[config.mk]
export PLATFORM = sky130hd
export DESIGN_NAME = qv_nibble_mem_responder_flat
export DESIGN_NICKNAME = d
export VERILOG_FILES = /design/src/rtl/qv_nibble_mem_responder_if.sv /design/src/rtl/qv_nibble_mem_responder.sv /design/src/flat_wrapper.sv
export SDC_FILE = /design/constraint.sdc
export NUM_CORES = 1
export LEC_CHECK = 0
export ABC_AREA = 1
export CORE_MARGIN = 2
export CORE_UTILIZATION = 40
export CTS_BUF_LIST = sky130_fd_sc_hd__clkbuf_16
export CTS_CLUSTER_SIZE = 8
export DETAILED_ROUTE_END_ITERATION = 7
export GPL_TIMING_DRIVEN = 0
export PLACE_DENSITY = 0.75
export SYNTH_ARGS = -nofsm -noshare
export SYNTH_HDL_FRONTEND = slang
export SYNTH_SLANG_ARGS = --single-unit
export TNS_END_PERCENT = 30
[constraint.sdc]
create_clock -name clk -period 2.5 [get_ports clk]
set_clock_uncertainty 0.05 [all_clocks]
set_input_delay 0.5 -clock clk [delete_from_list [all_inputs] [get_ports clk]]
set_output_delay 0.5 -clock clk [all_outputs]
set_load 0.01 [all_outputs]
[src/rtl/qv_nibble_mem_responder_if.sv]
// Nibble-serial core load/store bus plus the parallel 32-bit backing-memory port.
// master = core and memory side, slave = the responder.
interface qv_nibble_mem_responder_if #(
  parameter int ADDR_W = 28
);
  logic [2:0]        counter;
  logic              address_ready;
  logic [ADDR_W-1:0] addr_in;
  logic              is_store;
  logic [2:0]        mem_op;
  logic [3:0]        store_nibble;
  logic [3:0]        load_nibble;
  logic              load_data_ready;
  logic              busy;
  logic              misaligned;
  logic [ADDR_W-1:0] mem_addr;
  logic              mem_read;
  logic              mem_write;
  logic [31:0]       mem_wdata;
  logic [3:0]        mem_wmask;
  logic [31:0]       mem_rdata;
  logic              mem_ready;

  modport master (
    output counter, address_ready, addr_in, is_store, mem_op, store_nibble,
           mem_rdata, mem_ready,
    input  load_nibble, load_data_ready, busy, misaligned, mem_addr,
           mem_read, mem_write, mem_wdata, mem_wmask
  );

  modport slave (
    input  counter, address_ready, addr_in, is_store, mem_op, store_nibble,
           mem_rdata, mem_ready,
    output load_nibble, load_data_ready, busy, misaligned, mem_addr,
           mem_read, mem_write, mem_wdata, mem_wmask
  );
endinterface

[src/rtl/qv_nibble_mem_responder.sv]
// Memory-side responder for the tiny45 nibble-serial load/store port: deserialises
// store data, runs one 32-bit memory access, and streams load data back per nibble.
module qv_nibble_mem_responder #(
  parameter int ADDR_W = 28
) (
  input  logic                        clk,
  input  logic                        rstn,
  qv_nibble_mem_responder_if.slave    bus
);

  typedef enum logic [2:0] {
    IDLE    = 3'd0,
    COLLECT = 3'd1,
    WRITE   = 3'd2,
    READ    = 3'd3,
    ALIGN   = 3'd4,
    STREAM  = 3'd5
  } state_t;

  state_t            state_r, state_s;
  logic [ADDR_W-1:0] addr_r, addr_s;
  logic [2:0]        op_r, op_s;
  logic [31:0]       sreg_r, sreg_s;
  logic [31:0]       lreg_r, lreg_s;
  logic              started_r, started_s;
  logic [2:0]        counter_nx_s;

  logic [3:0]        load_nibble_r, load_nibble_s;
  logic              load_data_ready_r, load_data_ready_s;
  logic              busy_r, busy_s;
  logic              misaligned_r, misaligned_s;
  logic              mem_read_r, mem_read_s;
  logic              mem_write_r, mem_write_s;
  logic [31:0]       mem_wdata_r, mem_wdata_s;
  logic [3:0]        mem_wmask_r, mem_wmask_s;

  // Reserved funct3 encodings are rejected exactly like misaligned accesses.
  function automatic logic op_rejected(input logic [2:0] op, input logic [1:0] off);
    logic bad;
    case (op)
      3'b000, 3'b100: bad = 1'b0;
      3'b001, 3'b101: bad = off[0];
      3'b010:         bad = (off != 2'b00);
      default:        bad = 1'b1;
    endcase
    return bad;
  endfunction

  function automatic logic [31:0] load_extend(input logic [31:0] rdata, input logic [2:0] op,
                                              input logic [1:0] off);
    logic [31:0] sh;
    logic [31:0] res;
    sh = rdata >> {off, 3'b000};
    case (op)
      3'b000:  res = {{24{sh[7]}}, sh[7:0]};
      3'b100:  res = {24'h000000, sh[7:0]};
      3'b001:  res = {{16{sh[15]}}, sh[15:0]};
      3'b101:  res = {16'h0000, sh[15:0]};
      3'b010:  res = rdata;
      default: res = 32'h00000000;
    endcase
    return res;
  endfunction

  function automatic logic [31:0] store_wdata(input logic [31:0] sreg, input logic [1:0] size);
    logic [31:0] res;
    case (size)
      2'b00:   res = {4{sreg[7:0]}};
      2'b01:   res = {2{sreg[15:0]}};
      2'b10:   res = sreg;
      default: res = 32'h00000000;
    endcase
    return res;
  endfunction

  function automatic logic [3:0] store_wmask(input logic [1:0] size, input logic [1:0] off);
    logic [3:0] res;
    case (size)
      2'b00:   res = 4'b0001 << off;
      2'b01:   res = 4'b0011 << off;
      2'b10:   res = 4'b1111;
      default: res = 4'b0000;
    endcase
    return res;
  endfunction

  // Next-state, datapath and next-output decode.
  always_comb begin
    state_s      = state_r;
    addr_s       = addr_r;
    op_s         = op_r;
    sreg_s       = sreg_r;
    lreg_s       = lreg_r;
    started_s    = started_r;
    misaligned_s = 1'b0;
    counter_nx_s = bus.counter + 3'd1;

    case (state_r)
      IDLE: begin
        if (bus.address_ready) begin
          addr_s = bus.addr_in;
          op_s   = bus.mem_op;
          sreg_s = 32'h00000000;
          if (op_rejected(bus.mem_op, bus.addr_in[1:0])) begin
            misaligned_s = 1'b1;
          end else if (bus.is_store) begin
            state_s = COLLECT;
          end else begin
            state_s = READ;
          end
        end else begin
          state_s = IDLE;
        end
      end
      COLLECT: begin
        if ((bus.counter == 3'd0) || started_r) begin
          sreg_s[{bus.counter, 2'b00} +: 4] = bus.store_nibble;
          if (bus.counter == 3'd7) begin
            started_s = 1'b0;
            state_s   = WRITE;
          end else begin
            started_s = 1'b1;
          end
        end else begin
          started_s = 1'b0;
        end
      end
      WRITE: begin
        if (bus.mem_ready) begin
          state_s = IDLE;
        end else begin
          state_s = WRITE;
        end
      end
      READ: begin
        if (bus.mem_ready) begin
          lreg_s  = load_extend(bus.mem_rdata, op_r, addr_r[1:0]);
          state_s = (bus.counter == 3'd7) ? STREAM : ALIGN;
        end else begin
          state_s = READ;
        end
      end
      ALIGN: begin
        if (bus.counter == 3'd7) begin
          state_s = STREAM;
        end else begin
          state_s = ALIGN;
        end
      end
      STREAM: begin
        if (bus.counter == 3'd7) begin
          state_s = IDLE;
        end else begin
          state_s = STREAM;
        end
      end
      default: state_s = IDLE;
    endcase

    // Outputs are registered, so the nibble is picked for the counter value of the next cycle.
    busy_s            = (state_s != IDLE);
    mem_read_s        = (state_s == READ);
    mem_write_s       = (state_s == WRITE);
    mem_wdata_s       = (state_s == WRITE) ? store_wdata(sreg_s, op_r[1:0]) : 32'h00000000;
    mem_wmask_s       = (state_s == WRITE) ? store_wmask(op_r[1:0], addr_r[1:0]) : 4'b0000;
    load_data_ready_s = (state_s == STREAM);
    load_nibble_s     = (state_s == STREAM) ? lreg_s[{counter_nx_s, 2'b00} +: 4] : 4'h0;
  end

  // State register.
  always_ff @(posedge clk) begin
    if (!rstn) begin
      state_r <= IDLE;
    end else begin
      state_r <= state_s;
    end
  end

  // Datapath and output registers.
  always_ff @(posedge clk) begin
    if (!rstn) begin
      addr_r            <= '0;
      op_r              <= 3'b000;
      sreg_r            <= 32'h00000000;
      lreg_r            <= 32'h00000000;
      started_r         <= 1'b0;
      load_nibble_r     <= 4'h0;
      load_data_ready_r <= 1'b0;
      busy_r            <= 1'b0;
      misaligned_r      <= 1'b0;
      mem_read_r        <= 1'b0;
      mem_write_r       <= 1'b0;
      mem_wdata_r       <= 32'h00000000;
      mem_wmask_r       <= 4'b0000;
    end else begin
      addr_r            <= addr_s;
      op_r              <= op_s;
      sreg_r            <= sreg_s;
      lreg_r            <= lreg_s;
      started_r         <= started_s;
      load_nibble_r     <= load_nibble_s;
      load_data_ready_r <= load_data_ready_s;
      busy_r            <= busy_s;
      misaligned_r      <= misaligned_s;
      mem_read_r        <= mem_read_s;
      mem_write_r       <= mem_write_s;
      mem_wdata_r       <= mem_wdata_s;
      mem_wmask_r       <= mem_wmask_s;
    end
  end

  assign bus.load_nibble     = load_nibble_r;
  assign bus.load_data_ready = load_data_ready_r;
  assign bus.busy            = busy_r;
  assign bus.misaligned      = misaligned_r;
  assign bus.mem_addr        = {addr_r[ADDR_W-1:2], 2'b00};
  assign bus.mem_read        = mem_read_r;
  assign bus.mem_write       = mem_write_r;
  assign bus.mem_wdata       = mem_wdata_r;
  assign bus.mem_wmask       = mem_wmask_r;

endmodule

[src/flat_wrapper.sv]
// flat-port wrapper written by rule: the top's interface ports become plain ports
module qv_nibble_mem_responder_flat 
#(
  parameter int ADDR_W = 28
)
  (clk, rstn, bus_counter, bus_address_ready, bus_addr_in, bus_is_store, bus_mem_op, bus_store_nibble, bus_mem_rdata, bus_mem_ready, bus_load_nibble, bus_load_data_ready, bus_busy, bus_misaligned, bus_mem_addr, bus_mem_read, bus_mem_write, bus_mem_wdata, bus_mem_wmask);
  qv_nibble_mem_responder_if #(.ADDR_W(ADDR_W)) bus_i ();
  input  logic clk;
  input  logic rstn;
  input wire logic [$bits(bus_i.counter)-1:0] bus_counter;
  input wire logic [$bits(bus_i.address_ready)-1:0] bus_address_ready;
  input wire logic [$bits(bus_i.addr_in)-1:0] bus_addr_in;
  input wire logic [$bits(bus_i.is_store)-1:0] bus_is_store;
  input wire logic [$bits(bus_i.mem_op)-1:0] bus_mem_op;
  input wire logic [$bits(bus_i.store_nibble)-1:0] bus_store_nibble;
  input wire logic [$bits(bus_i.mem_rdata)-1:0] bus_mem_rdata;
  input wire logic [$bits(bus_i.mem_ready)-1:0] bus_mem_ready;
  output wire logic [$bits(bus_i.load_nibble)-1:0] bus_load_nibble;
  output wire logic [$bits(bus_i.load_data_ready)-1:0] bus_load_data_ready;
  output wire logic [$bits(bus_i.busy)-1:0] bus_busy;
  output wire logic [$bits(bus_i.misaligned)-1:0] bus_misaligned;
  output wire logic [$bits(bus_i.mem_addr)-1:0] bus_mem_addr;
  output wire logic [$bits(bus_i.mem_read)-1:0] bus_mem_read;
  output wire logic [$bits(bus_i.mem_write)-1:0] bus_mem_write;
  output wire logic [$bits(bus_i.mem_wdata)-1:0] bus_mem_wdata;
  output wire logic [$bits(bus_i.mem_wmask)-1:0] bus_mem_wmask;
  assign bus_i.counter = bus_counter;
  assign bus_i.address_ready = bus_address_ready;
  assign bus_i.addr_in = bus_addr_in;
  assign bus_i.is_store = bus_is_store;
  assign bus_i.mem_op = bus_mem_op;
  assign bus_i.store_nibble = bus_store_nibble;
  assign bus_i.mem_rdata = bus_mem_rdata;
  assign bus_i.mem_ready = bus_mem_ready;
  assign bus_load_nibble = bus_i.load_nibble;
  assign bus_load_data_ready = bus_i.load_data_ready;
  assign bus_busy = bus_i.busy;
  assign bus_misaligned = bus_i.misaligned;
  assign bus_mem_addr = bus_i.mem_addr;
  assign bus_mem_read = bus_i.mem_read;
  assign bus_mem_write = bus_i.mem_write;
  assign bus_mem_wdata = bus_i.mem_wdata;
  assign bus_mem_wmask = bus_i.mem_wmask;
  qv_nibble_mem_responder #(.ADDR_W(ADDR_W)) u_core (.clk(clk), .rstn(rstn), .bus(bus_i));
endmodule
==> reports/results.txt <==
result of the run: finished clean
Die Footprint: 19050 um2
top flip-flop cell by instance count after synthesis: sky130_fd_sc_hd__dfxtp_1
later-pin clock latency in the skew report: 0.42 ns
Peak VDD IR: 0.5311 mV
die width: 138.0 um
initial antenna violation count: 0
Hold WC Path Type: in -> reg
area of the core: 17780 um2
fill cell instance count of the final layout: 1696
fraction of layout cells with a size suffix above 1: 13.17%
number of sinks on the clock net: 144
Logic pwr share: 18.7%
input/output buffers: 144
list of cells traversed by the critical path: clkdlybuf4s50_1 > buf_6 > inv_2 > ha_4 > ha_4 > nor2_4 > inv_4 > nand3_4 > o31ai_1 > nand2_1 > nand3_1 > nand2_1 > inv_1
number of enable flip-flop cells after synthesis: 0
multi-input combinational cell area: 3571 um2
power per unit of standard cell area: 644.1 nW/um2
Post-synth ARST share: 0%
Yosys reg bits: 144
via density per instance: 5.032
First-pass DRT Iterations: 6
number of buffers inserted during clock tree synthesis: 17
yosys synthesis warning count: 0
global router's overall resource usage: 22.38%
count of distinct cell types in the synthesized netlist: 40
vias after detailed routing: 7458
I/O Pins: 148
number of pins exceeding their max-slew limit in the final report: 0
net total in the final layout: 1320
timing-limited maximum frequency: 408.9 MHz
area added between synthesis and finish: 34.84%
average wire per cell in the routed design: 14.67 um
Vert. Die Dim: 138.0 um
largest buffer count on any clock path: 2
first element of the critical path: bus_counter[0]
CP max-delay cell: sky130_fd_sc_hd__o31ai_1
Crit path required time: 2.82 ns
Hold Path Origin: rstn
internal portion of total power: 0.004403 W
setup repair after global routing missed its margin: yes
floorplan row count: 49
1st-iter DRT viols: 596
GRT Residual Overflow: 0
Pwr Total: 0.006239 W
Max Fanout on Critical Path: 8
switching power of the nets: 0.001836 W
depth of the CTS H-tree: 4
antenna-violating nets left: 0
slew at the pin with the worst max-slew slack: 0.7327 ns
clock tree from TritonCTS: built
Worst Setup Path Type: in -> reg
kind of end point of the critical path: flip-flop
sequential cell area fraction in the yosys report: 40.13%
hpwl dp: 16500 um
largest net degree at the start of global routing: 17
number of global-route vias before repair: 6909
start of the worst register-to-register path: u_core.state_r[1]$_SDFF_PN0_
total wirelength of the detailed-routed design: 21740 um
final core utilization: 54.48%
syn avg cell area: 6.694 um2
share of the clock period used by the worst path after layout: 97.83%
slack of the worst reg-to-reg path: 0.25 ns
Register Area: 2883 um2
switch share: 29.42%
total leakage power: 4.165 nW
Maximum Capacitance Violations: 0
synthesized cell area: 7183 um2
library cell used as clock root buffer: sky130_fd_sc_hd__clkbuf_16
CTS Hold Bufs: 0
arrival time at the worst endpoint: 2.76 ns
relative max-transition margin: 50.77%
clk slew on worst S/H paths: 0.06 ns
fraction of power consumed by the clock network: 43.0%
CP Launch Type: input pin
starting utilization of the core area: 40.40%
min Tclk post-route: 2.446 ns
sequential share of power: 38.3%
delay of the slowest cell on the worst path: 0.65 ns
Post-Synthesis Cells: 1073
routability cong.: 0.9713
global-route wire length before repair: 34920 um
number of setup violations in the final report: 0
drt drc: 0
number of inserted diodes: 0
Final Hold Fails: 0
## cell usage in the layout (no fill, tap or decap), types with 22 or more instances in the layout
| master | instances |
|---|---|
| sky130_fd_sc_hd__nand2_1 | 359 |
| sky130_fd_sc_hd__clkdlybuf4s50_1 | 144 |
| sky130_fd_sc_hd__dfxtp_1 | 144 |
| sky130_fd_sc_hd__inv_1 | 93 |
| sky130_fd_sc_hd__nor2_1 | 82 |
| sky130_fd_sc_hd__a21oi_1 | 79 |
| sky130_fd_sc_hd__nand3_1 | 72 |
| sky130_fd_sc_hd__o21ai_0 | 36 |
| sky130_fd_sc_hd__buf_4 | 32 |
| sky130_fd_sc_hd__clkbuf_1 | 22 |
## area by class of cell
type / count / area share (%)
clock buffer: 17 / 4.392
buffer: 69 / 4.198
inverter: 116 / 4.651
tap: 229 / 2.958
sequential: 144 / 29.76
clock inverter: 15 / 2.054
timing repair buffer: 147 / 15.11
multi-input combinational: 745 / 36.87
## power by group through the flow
stage	sequential (W)	clock (W)	combinational [W]
2_1_floorplan	0.00243	0	0.000670
3_3_place_gp	0.00243	0	0.00111
3_5_place_dp	0.00244	0	0.00111
4_1_cts	0.00239	0.00270	0.00114
5_1_grt	0.00239	0.00281	0.00127
6_report	0.00239	0.00268	0.00117
## cell families (layout without fill, tap and decap cells)
group                    Yosys count  count (layout)  share of synthesized area [%]
AO/OA/AOI/OAI                    175             175                          13.80
adder cells (fa/ha/maj)            5               5                         0.8709
buffers and inverters            185             364                          11.74
flip-flops                       144             144                          40.13
other                              1               2                        0.05221
AND/OR/NAND/NOR                  563             563                          33.41
## registers in the layout, summed over array words and instances, names as in the netlist, 3 cells and up
name and flops:
u_core.addr_r 28, u_core.bus.load_nibble 4, u_core.bus.mem_wdata 32, u_core.bus.mem_wmask 4, u_core.lreg_r 32, u_core.op_r 3
u_core.sreg_r 32, u_core.state_r 3
## cells in the mapped netlist, types with 4 or more instances
master	number	share of area, %
sky130_fd_sc_hd__nand2_1	362	19
sky130_fd_sc_hd__dfxtp_1	144	40
sky130_fd_sc_hd__inv_1	97	5.1
sky130_fd_sc_hd__nor2_1	85	4.4
sky130_fd_sc_hd__a21oi_1	80	5.6
sky130_fd_sc_hd__nand3_1	77	5.4
sky130_fd_sc_hd__o21ai_0	38	2.6
sky130_fd_sc_hd__buf_4	29	3.0
sky130_fd_sc_hd__clkbuf_1	22	1.1
sky130_fd_sc_hd__o21ai_1	19	1.3
sky130_fd_sc_hd__a21oi_2	18	2.2
sky130_fd_sc_hd__inv_2	15	0.78
sky130_fd_sc_hd__buf_2	14	0.98
sky130_fd_sc_hd__o211ai_1	9	0.94
sky130_fd_sc_hd__nor2_4	8	1.3
sky130_fd_sc_hd__nor2_2	6	0.52
sky130_fd_sc_hd__nor3_1	6	0.42
sky130_fd_sc_hd__ha_1	5	0.87
sky130_fd_sc_hd__o22ai_1	5	0.44
sky130_fd_sc_hd__nand2_2	4	0.35
sky130_fd_sc_hd__or2_2	4	0.35
## layer usage
layer  vias to the layer above  GRT usage [%]  wire [um]
li1                       3704              -          -
met1                      3384          28.42       9445
met2                       328          36.37       9873
met3                        42          6.858       1908
met4                         0          7.465        515
met5                         -              0          0
## worst max-delay path, delay by kind of cell
| family | cells | cell delay [ns] |
|---|---|---|
| adders and majority gates | 2 | 0.31 |
| and+or+nand+nor | 5 | 0.44 |
| buffers and inverters | 5 | 0.85 |
| AOI/OAI and AO/OA | 1 | 0.65 |
## final timing paths
check                                                      endpoint  cells past startpoint
worst min-delay path                   u_core.state_r[1]$_SDFF_PN0_                      3
worst max-delay path            u_core.bus.mem_wdata[27]$_SDFF_PN0_                     13
worst max register to register  u_core.bus.mem_wdata[27]$_SDFF_PN0_                     11
worst min register to register       u_core.addr_r[22]$_SDFFE_PN0P_                      2
## metrics by stage
| stage | std cells | setup WS (ns) | area, um2 | hold slack (ns) | setup TNS, ns |
|---|---|---|---|---|---|
| finish | 1482 | 0.05413 | 9686 | 0.3938 | 0 |
| global route | 1482 | -0.08495 | 9686 | 0.4076 | -0.3311 |
| CTS | 1480 | -0.01877 | 9646 | 0.3874 | -0.03611 |
| detailed placement | 1447 | -0.7015 | 8915 | 0.4054 | -38.43 |
| global placement | 1447 | -0.6417 | 8915 | 0.4017 | -34.39 |
| floorplan | 1074 | 0.1790 | 7187 | 0.3948 | 0 |
## what timing repair did
action / 4_1_cts / 5_1_grt
setup buffers: 1 / 2
resized for setup: 26 / 6
pin swaps: 3 / 5
endpoints found under the setup margin: 62 / 45
No activity file was read; power rests on OpenSTA's default activity.
